## config.mk

```make
export PLATFORM = sky130hd
export DESIGN_NAME = imem_loader_flat
export DESIGN_NICKNAME = d
export VERILOG_FILES = /design/src/rtl/kgp_pkg.sv /design/src/rtl/imem_loader_if.sv /design/src/rtl/byte_packer.sv /design/src/rtl/imem_loader.sv /design/src/flat_wrapper.sv
export SDC_FILE = /design/constraint.sdc
export NUM_CORES = 1
export LEC_CHECK = 0
export BUFFER_PORTS_ARGS = -buffer_cell sky130_fd_sc_hd__buf_4
export CORE_MARGIN = 10
export CORE_UTILIZATION = 30
export CTS_BUF_LIST = sky130_fd_sc_hd__clkbuf_8
export CTS_CLUSTER_DIAMETER = 60
export DETAILED_ROUTE_END_ITERATION = 8
export PLACE_DENSITY = 0.45
export SYNTH_ARGS = -nofsm -noshare
export SYNTH_HDL_FRONTEND = slang
export SYNTH_SLANG_ARGS = --single-unit
```

## constraint.sdc

```tcl
create_clock -name clk -period 3.2 [get_ports clk]
set_input_delay 0.64 -clock clk [delete_from_list [all_inputs] [get_ports clk]]
set_output_delay 0.64 -clock clk [all_outputs]
set_load 0.1 [all_outputs]
```

## src/rtl/kgp_pkg.sv

```systemverilog
// Shared KGP-RISC definitions: loader FSM state encoding and the
// instruction word width used by the loader and the instruction memory.
package kgp_pkg;

  localparam int unsigned INSTR_W = 32;

  typedef enum logic [2:0] {
    S_IDLE   = 3'd0,
    S_LEN_HI = 3'd1,
    S_LEN_LO = 3'd2,
    S_DATA   = 3'd3,
    S_WRITE  = 3'd4,
    S_DONE   = 3'd5,
    S_ERR    = 3'd6
  } state_t;

endpackage

```

## src/rtl/imem_loader_if.sv

```systemverilog
// Byte-stream valid/ready handshake feeding the program loader.
//   in_valid : byte available on in_data (source -> loader)
//   in_data  : stream byte (source -> loader)
//   in_ready : loader accepts a byte this cycle (loader -> source)
// A byte transfers on a rising edge where in_valid && in_ready.
interface imem_loader_if;

  logic       in_valid;
  logic [7:0] in_data;
  logic       in_ready;

  modport master (output in_valid, output in_data, input in_ready);
  modport slave  (input in_valid, input in_data, output in_ready);

endinterface

```

## src/rtl/byte_packer.sv

```systemverilog
// Assembles big-endian instruction words from a byte stream.
//   clk, rst  : clock, synchronous active-high reset
//   clear     : drop any partial word and restart at byte 0
//   shift     : accept byte_in this cycle
//   byte_in   : stream byte; the first byte of a word lands in [31:24]
//   word_next : word including byte_in (complete when word_full is high)
//   word_full : high in the cycle the 4th byte of a word is shifted in
module byte_packer
  import kgp_pkg::*;
(
  input  logic               clk,
  input  logic               rst,
  input  logic               clear,
  input  logic               shift,
  input  logic [7:0]         byte_in,
  output logic [INSTR_W-1:0] word_next,
  output logic               word_full
);

  logic [1:0]         cnt_q;
  logic [INSTR_W-1:0] word_q;

  assign word_next = {word_q[INSTR_W-9:0], byte_in};
  assign word_full = shift && (cnt_q == 2'd3);

  always_ff @(posedge clk) begin
    if (rst || clear) begin
      cnt_q  <= '0;
      word_q <= '0;
    end else if (shift) begin
      cnt_q  <= cnt_q + 2'd1;
      word_q <= word_next;
    end
  end

endmodule

```

## src/rtl/imem_loader.sv

```systemverilog
// Program loader for the KGP-RISC instruction memory. Reads a 2-byte
// big-endian word count followed by big-endian instruction words, writes
// them to consecutive word addresses from 0, and holds the core in reset
// until a complete, legal image is in memory.
//   clk, rst     : clock, synchronous active-high reset
//   start        : pulse; begins or restarts a load from any state
//   stream       : byte-stream handshake (slave side)
//   imem_we      : one-cycle write strobe per word
//   imem_addr    : word address of the write
//   imem_wdata   : instruction word
//   cpu_rst      : core reset, released only while the image is complete
//   busy         : load in progress
//   done         : image loaded, core running
//   error        : header word count exceeds the memory depth
//   words_loaded : words written in the current load
module imem_loader
  import kgp_pkg::*;
#(
  parameter int unsigned ADDR_W = 10,
  parameter int unsigned LEN_W  = 16
) (
  input  logic               clk,
  input  logic               rst,
  input  logic               start,
  imem_loader_if.slave       stream,
  output logic               imem_we,
  output logic [ADDR_W-1:0]  imem_addr,
  output logic [INSTR_W-1:0] imem_wdata,
  output logic               cpu_rst,
  output logic               busy,
  output logic               done,
  output logic               error,
  output logic [LEN_W-1:0]   words_loaded
);

  localparam logic [31:0] DEPTH = 32'd1 << ADDR_W;

  state_t             state_q, state_d;
  logic [7:0]         len_hi_q;
  logic [LEN_W-1:0]   len_q;
  logic [15:0]        hdr;
  logic               accept;
  logic               shift;
  logic               word_full;
  logic [INSTR_W-1:0] packed_word;

  assign stream.in_ready = (state_q == S_LEN_HI) || (state_q == S_LEN_LO) ||
                           (state_q == S_DATA);
  assign accept = stream.in_valid && stream.in_ready;
  assign shift  = (state_q == S_DATA) && accept;
  assign hdr    = {len_hi_q, stream.in_data};

  byte_packer u_packer (
    .clk       (clk),
    .rst       (rst),
    .clear     (start),
    .shift     (shift),
    .byte_in   (stream.in_data),
    .word_next (packed_word),
    .word_full (word_full)
  );

  always_comb begin
    state_d = state_q;
    case (state_q)
      S_IDLE:   if (start) state_d = S_LEN_HI;
      S_LEN_HI: if (accept) state_d = S_LEN_LO;
      S_LEN_LO: begin
        if (accept) begin
          if (hdr == 16'd0)             state_d = S_DONE;
          else if ({16'd0, hdr} > DEPTH) state_d = S_ERR;
          else                           state_d = S_DATA;
        end
      end
      S_DATA:   if (word_full) state_d = S_WRITE;
      S_WRITE:  state_d = ((words_loaded + LEN_W'(1)) == len_q) ? S_DONE : S_DATA;
      S_DONE,
      S_ERR:    if (start) state_d = S_LEN_HI;
      default:  state_d = S_IDLE;
    endcase
    // start aborts whatever is in flight
    if (start) state_d = S_LEN_HI;
  end

  // Status outputs are registered from state_d so they change together
  // with the state register.
  always_ff @(posedge clk) begin
    if (rst) begin
      state_q      <= S_IDLE;
      len_hi_q     <= '0;
      len_q        <= '0;
      imem_we      <= 1'b0;
      imem_addr    <= '0;
      imem_wdata   <= '0;
      cpu_rst      <= 1'b1;
      busy         <= 1'b0;
      done         <= 1'b0;
      error        <= 1'b0;
      words_loaded <= '0;
    end else begin
      state_q <= state_d;
      imem_we <= (state_d == S_WRITE);
      cpu_rst <= (state_d != S_DONE);
      busy    <= state_d inside {S_LEN_HI, S_LEN_LO, S_DATA, S_WRITE};
      done    <= (state_d == S_DONE);
      error   <= (state_d == S_ERR);

      if ((state_q == S_LEN_HI) && accept) len_hi_q <= stream.in_data;
      if ((state_q == S_LEN_LO) && accept) len_q <= LEN_W'(hdr);
      if (word_full) imem_wdata <= packed_word;

      if (start) begin
        imem_addr    <= '0;
        words_loaded <= '0;
      end else if (state_q == S_WRITE) begin
        words_loaded <= words_loaded + LEN_W'(1);
        // the final write keeps its address so a full-depth image never wraps
        if (state_d == S_DATA) imem_addr <= imem_addr + ADDR_W'(1);
      end
    end
  end

endmodule

```

## src/flat_wrapper.sv

```systemverilog
// flat-port wrapper written by rule: the top's interface ports become plain ports
module imem_loader_flat import kgp_pkg::*;
#(
  parameter int unsigned ADDR_W = 10,
  parameter int unsigned LEN_W  = 16
)
  (clk, rst, start, imem_we, imem_addr, imem_wdata, cpu_rst, busy, done, error, words_loaded, stream_in_valid, stream_in_data, stream_in_ready);
  imem_loader_if stream_i ();
  input  logic clk;
  input  logic rst;
  input  logic start;
  output logic imem_we;
  output logic [ADDR_W-1:0] imem_addr;
  output logic [INSTR_W-1:0] imem_wdata;
  output logic cpu_rst;
  output logic busy;
  output logic done;
  output logic error;
  output logic [LEN_W-1:0] words_loaded;
  input wire logic [$bits(stream_i.in_valid)-1:0] stream_in_valid;
  input wire logic [$bits(stream_i.in_data)-1:0] stream_in_data;
  output wire logic [$bits(stream_i.in_ready)-1:0] stream_in_ready;
  assign stream_i.in_valid = stream_in_valid;
  assign stream_i.in_data = stream_in_data;
  assign stream_in_ready = stream_i.in_ready;
  imem_loader #(.ADDR_W(ADDR_W), .LEN_W(LEN_W)) u_core (.clk(clk), .rst(rst), .start(start), .stream(stream_i), .imem_we(imem_we), .imem_addr(imem_addr), .imem_wdata(imem_wdata), .cpu_rst(cpu_rst), .busy(busy), .done(done), .error(error), .words_loaded(words_loaded));
endmodule
```

## Word level (Yosys, flattened, before mapping)

Cells that the tools add are included.

- Register bits: 116
- Input bits: 12
- Output and inout bits: 64
- Logic and storage cells: 54

- $add $sub $neg: 3
- Order comparisons: 1
- Eq/ne operators: 15
- Mux-type cells: 8
- Reduce and logical (&&, ||, !) cells: 14

Operators by type and width:

| kind | count |
|---|---|
| $mux W3 | 7 |
| $eq A3 B3 Y1 const B | 6 |
| $add A16 B1 Y16 const B | 1 |
| $eq A16 B16 Y1 | 1 |
| $gt A16 B11 Y1 const B | 1 |
| $logic_not A16 Y1 | 1 |
| $pmux W3 S5 | 1 |
| $eq A3 B2 Y1 const B | 4 |
| $add A10 B1 Y10 const B | 1 |
| $eq A3 B1 Y1 const B | 2 |
| $logic_and A1 B1 Y1 | 5 |
| $reduce_bool A4 Y1 | 1 |
| $logic_not A3 Y1 | 1 |
| $logic_or A1 B1 Y1 | 3 |
| $ne A3 B3 Y1 const B | 1 |
| $reduce_or A3 Y1 | 1 |
| $add A2 B1 Y2 const B | 1 |
| $eq A2 B2 Y1 const B | 1 |
| $reduce_and A2 Y1 | 1 |
| $reduce_or A2 Y1 | 1 |

## Depth between registers and ports, before layout

- Depth after elaboration: 11
- Depth in mapped cells: 9
- Mapped depth without buffers: 8

## Hierarchy

A second synthesis with hierarchy kept.

- Cell total of the unflattened synthesis: 584
- Area, all modules: 5248.8 um2

Modules (own cells, without submodules):

| module | instances | cells each | area an instance (um2) | sequential area each (um2) |
|---|---|---|---|---|
| imem_loader | 1 | 489 | 4209.0 | 1801.7 |
| byte_packer | 1 | 95 | 1039.7 | 520.5 |

## Least setup slack after synthesis

Ideal clock, no wire load.

- Path kind: register to register
- Start: register u_core.words_loaded[3]
- End: register u_core.cpu_rst
- Setup time: 0.134 ns
- Data arrival time: 3.223 ns
- Data required time: 3.066 ns
- Setup slack: -0.157 ns
- Cell stages (with the launch flop): 9
- Path buffers: 1
- Clock period less this slack: 3.357 ns
- Cell sequence: dfxtp_1 buf_2 nand4_1 or2_2 xnor2_1 a2111oi_2 and4b_1 a21boi_2 or4_1

- Longest elaborated chain between the ends: 6

Ends and longest elaborated chain:

| item | RTL line | source |
|---|---|---|
| start: declaration | imem_loader.sv:33 | `output logic [LEN_W-1:0] words_loaded` |
| start signal: assignment | imem_loader.sv:116 | `words_loaded <= words_loaded + LEN_W'(1);` |
| $add A16 B1 Y16 | imem_loader.sv:76 | `S_WRITE: state_d = ((words_loaded + LEN_W'(1)) == len_q) ? S_DONE : S_DATA;` |
| $eq A16 B16 Y1 | imem_loader.sv:76 |  |
| $mux W3 | imem_loader.sv:76 |  |
| $pmux W3 S5 | imem_loader.sv:65 | `case (state_q)` |
| $mux W3 | imem_loader.sv:82 | `if (start) state_d = S_LEN_HI;` |
| $ne A3 B3 Y1 | imem_loader.sv:103 | `cpu_rst <= (state_d != S_DONE);` |
| end signal: assignment | imem_loader.sv:103 |  |
| end: declaration | imem_loader.sv:29 | `output logic cpu_rst,` |

Every way passes these cells.
A chain may end at the register's enable or synchronous reset.

## Worst setup path in the final report

- Start: register u_core.words_loaded[0]
- End: register u_core.cpu_rst

The elaborated chain is that of the path after synthesis.

==> run summary <==
The run finished with clean final reports. The full die area came out at 22430 um2. The congestion estimate from routability-driven global placement came to roughly 0.81.

The tightest min-delay check is of the reg -> reg type. The hold path startpoint is u_core.imem_wdata[27]. Excluding fillers, the count of instances in the completed layout stands at between 900 and 1000. For the pin with the worst max-slew slack, the measured transition is between 0.6 and 0.7 ns. The area inside the core boundary came out at between 15000 and 20000 um2.

The largest fanout on the critical path is 7. The detailed-route wire length per cell came out at about 15 um. The gate count after technology mapping is approximately 630. The number of DRC violations after detailed-routing iteration 0 came out at between 200 and 300. The final-report hold violation count is 0. The number of enable flip-flop cells after synthesis is 0.

The post-synthesis instance area came out at 5052 um2. The initial core utilization came out at 30.57%. STA classifies the critical path startpoint as a flip-flop. The global-route wire length before repair is about 24 mm. After synthesis, the most frequently instantiated cells are nand2_1 (173), dfxtp_1 (116), a21oi_1 (81), nor2_1 (43), clkbuf_1 (33). The placed wire-length estimate is 10.19 mm. The detailed-route DRC error count is 0. The number of rows in the core area is 47. The maximum clock skew at final layout came out at 0.01255 ns. Once layout is done, the placed cells without fillers occupy 6225 um2. The uppermost signal routing layer after detailed routing is met4. The total met3 wirelength after detailed routing came out at ~790 um.

In this run the critical register-to-register path is captured at u_core.cpu_rst. The fraction of final layout cells with drive strength greater than 1 is a little over 20%. The library cell with the largest summed area after synthesis is dfxtp_1. The nature of the critical path endpoint is a flip-flop. The final number of setup-violating endpoints is 0.

The number of nets in the synthesized netlist is 648. The share of synthesized area in the top cell type comes to 45.96%. The placed cell count came out at 900. The number of buffers inserted by port buffering came out at 75. The number of placed I/O pins is between 70 and 80. The startpoint identified for the worst register-to-register timing path is u_core.words_loaded[0].

The worst-case reg-to-reg path depth came out at 8. The final count of pins violating max slew came out at 0. Counting instances, the worst hold path has a depth of 2. The number of antenna violations at the first check in global routing came out at 0. The flop and latch count out of synthesis came out at ~120. The chip width is 149.8 um. The tightest slew margin relative to the limit came out at around 55%. After clock tree synthesis, the clock-pin slew on the worst setup and hold paths is ~0.080 ns. The number of gates resized after CTS was 0.

The number of sinks handled by clock tree synthesis is approximately 120. The reg2reg setup slack came out at roughly 0.44 ns. The post-synthesis to final-layout area growth came out at 23.20%. Sorting the synthesized cells by area gives the leading types as dfxtp_1 (46%), nand2_1 (13%), a21oi_1 (8.0%). The detail route stage leaves a number of antenna-violating nets equal to 0. In the routed layout, each cell is associated on average with a via count of approximately 4.8. The clock network latency to the later pin of the worst-skew pair came out at between 0.4 and 0.5 ns.

The height of the die came out at 149.8 um. A synthesized cell averages about 8 um2. Summing all placed instances gives a cell area of 5862 um2. The number of different library cells used by synthesis comes to 53.

The highest attainable clock frequency is roughly 0.36 GHz. The main flop type after synthesis is dfxtp_1. The share of async-settable or async-resettable flops after synthesis came out at 0%. The worst hold-check slack is approximately 0.46 ns.

The worst-case IR drop observed on VDD is 0.2187 mV. The number of warnings printed during yosys synthesis is 0. The length of routed wiring on met1 came out at slightly below 7 mm. The routed layout has around 4500 vias.

STA puts the critical path data arrival time at approximately 3 ns. The power density of the placed cells is 457.8 nW/um2. The max-cap violation count came out at 0. The static leakage came out at around 2.3 nW. The final wirelength is approximately 14 mm. The setup total negative slack is 0 ns. The worst hold endpoint is u_core.imem_wdata[27]. The count of H-tree levels built during CTS came out at 4. The global routing usage summed across all routing layers came out at 13.07%.

Setup repair after global routing left no endpoint under its margin. The clock root buffer is clkbuf_8. Counting along the longest clock path gives a buffer depth of 2. Cells fill roughly 38% of the core in the end. The routed design uses between 6 and 7 mm of met2 wire. The library cell with the highest instance count after synthesis is nand2_1.

The number of global-route vias before repair is between 4000 and 5000. The maximum number of pins on one net before global-route repair came out at 66. For this run, the register share of the synthesized area comes to 45.96%. Before antenna repair, the detailed router went through 5 iterations.

The TritonCTS clock tree is built. The total CTS buffers came out at 17. The number of nets in the layout is between 700 and 800. The clock period minus worst slack is around 2.8 ns.

The endpoint required time on the critical path is between 3 and 4 ns. Summed over all layers, the global routing overflow is 0. The startpoint-to-endpoint class of the critical path is reg -> reg. The number of hold buffers added after CTS was 0. The number of diodes came out at 0. The buffer count from post-CTS setup fixing is 0.

The final worst-path cycle share is between 80% and 90%.
[how the worst max path moves through the flow]
stage | from | endpoint | slack [ns] | depth (start not counted)
global route | u_core.words_loaded[10] | u_core.cpu_rst | 0.23 | 7
detailed placement | stream_in_data[0] | u_core.cpu_rst | 0.14 | 7
CTS | u_core.words_loaded[0] | u_core.cpu_rst | 0.39 | 8
global placement | stream_in_data[0] | u_core.busy | 0.16 | 8
finish | u_core.words_loaded[0] | u_core.cpu_rst | 0.44 | 8
floorplan | u_core.words_loaded[10] | u_core.cpu_rst | 0.02 | 8
[cell usage in the layout (no fill, tap or decap), types with 9 or more instances in the layout]
cell type	n
nand2_1	173
dfxtp_1	107
buf_4	89
a21oi_1	81
nor2_1	43
xnor2_1	22
clkbuf_8	18
mux2i_1	12
xor2_1	11
nand3_1	11
nor4_1	9
or3_1	9
dfxtp_2	9
[layer usage]
| metal | vias up | GRT usage [%] |
|---|---|---|
| li1 | 2278 | - |
| met1 | 2102 | 16.44 |
| met2 | 83 | 20.19 |
| met3 | 15 | 4.438 |
| met4 | 0 | 5.102 |
| met5 | - | 0 |
[power breakdown]
part           leakage, nW  total [W]  internal, W  switching, W
combinational         1.20   0.000126    0.0000409     0.0000850
sequential           0.940    0.00146      0.00145     0.0000101
clock                0.178    0.00126     0.000575      0.000689
[worst max-delay path: stages (launching register included)]
cell       delay, ns
dfxtp_2         0.42
ha_1            0.27
nand3_1         0.12
or2_2           0.33
xnor2_1         0.15
a2111oi_2       0.35
and4b_1         0.37
a21boi_2        0.12
or4_1           0.51
[per-stage QoR]
stage                     worst slack [ns]  total power, W
final                               0.4375        0.002850
after global routing                0.2312        0.002972
after CTS                           0.3898        0.002894
after detailed placement            0.1433        0.001621
after global placement              0.1644        0.001620
after floorplan                    0.01510        0.001573
[cell type report]
cell class | count | area (um2)
Tap cell | 220 | 275.3
Fill cell | 1708 | 10300
Clock inverter | 14 | 115.1
Sequential cell | 116 | 2333
Multi-Input combinational cell | 469 | 2546
Timing Repair Buffer | 90 | 688.2
Inverter | 5 | 18.77
Clock buffer | 18 | 247.7
[logic make-up (layout without fill, tap and decap cells)]
group / after synthesis / after routing / synth area share, %
simple gates: 303 / 303 / 27.24
mux: 12 / 12 / 2.378
compound gates: 117 / 117 / 14.07
xor+xnor: 33 / 33 / 5.721
buf+inv: 47 / 127 / 3.640
flops: 116 / 116 / 45.96
fa+ha+maj: 4 / 4 / 0.9906
[sequential cells by signal, indices dropped and copies added, names as in the netlist, 2 cells and up]
signal and cells:
u_core.imem_addr 10, u_core.imem_wdata 32, u_core.u_packer.word_q 24, u_core.u_packer.cnt_q 2, u_core.len_q 16, u_core.len_hi_q 8, u_core.state_q 3, u_core.words_loaded 16
No activity file was read; power rests on OpenSTA's default activity.
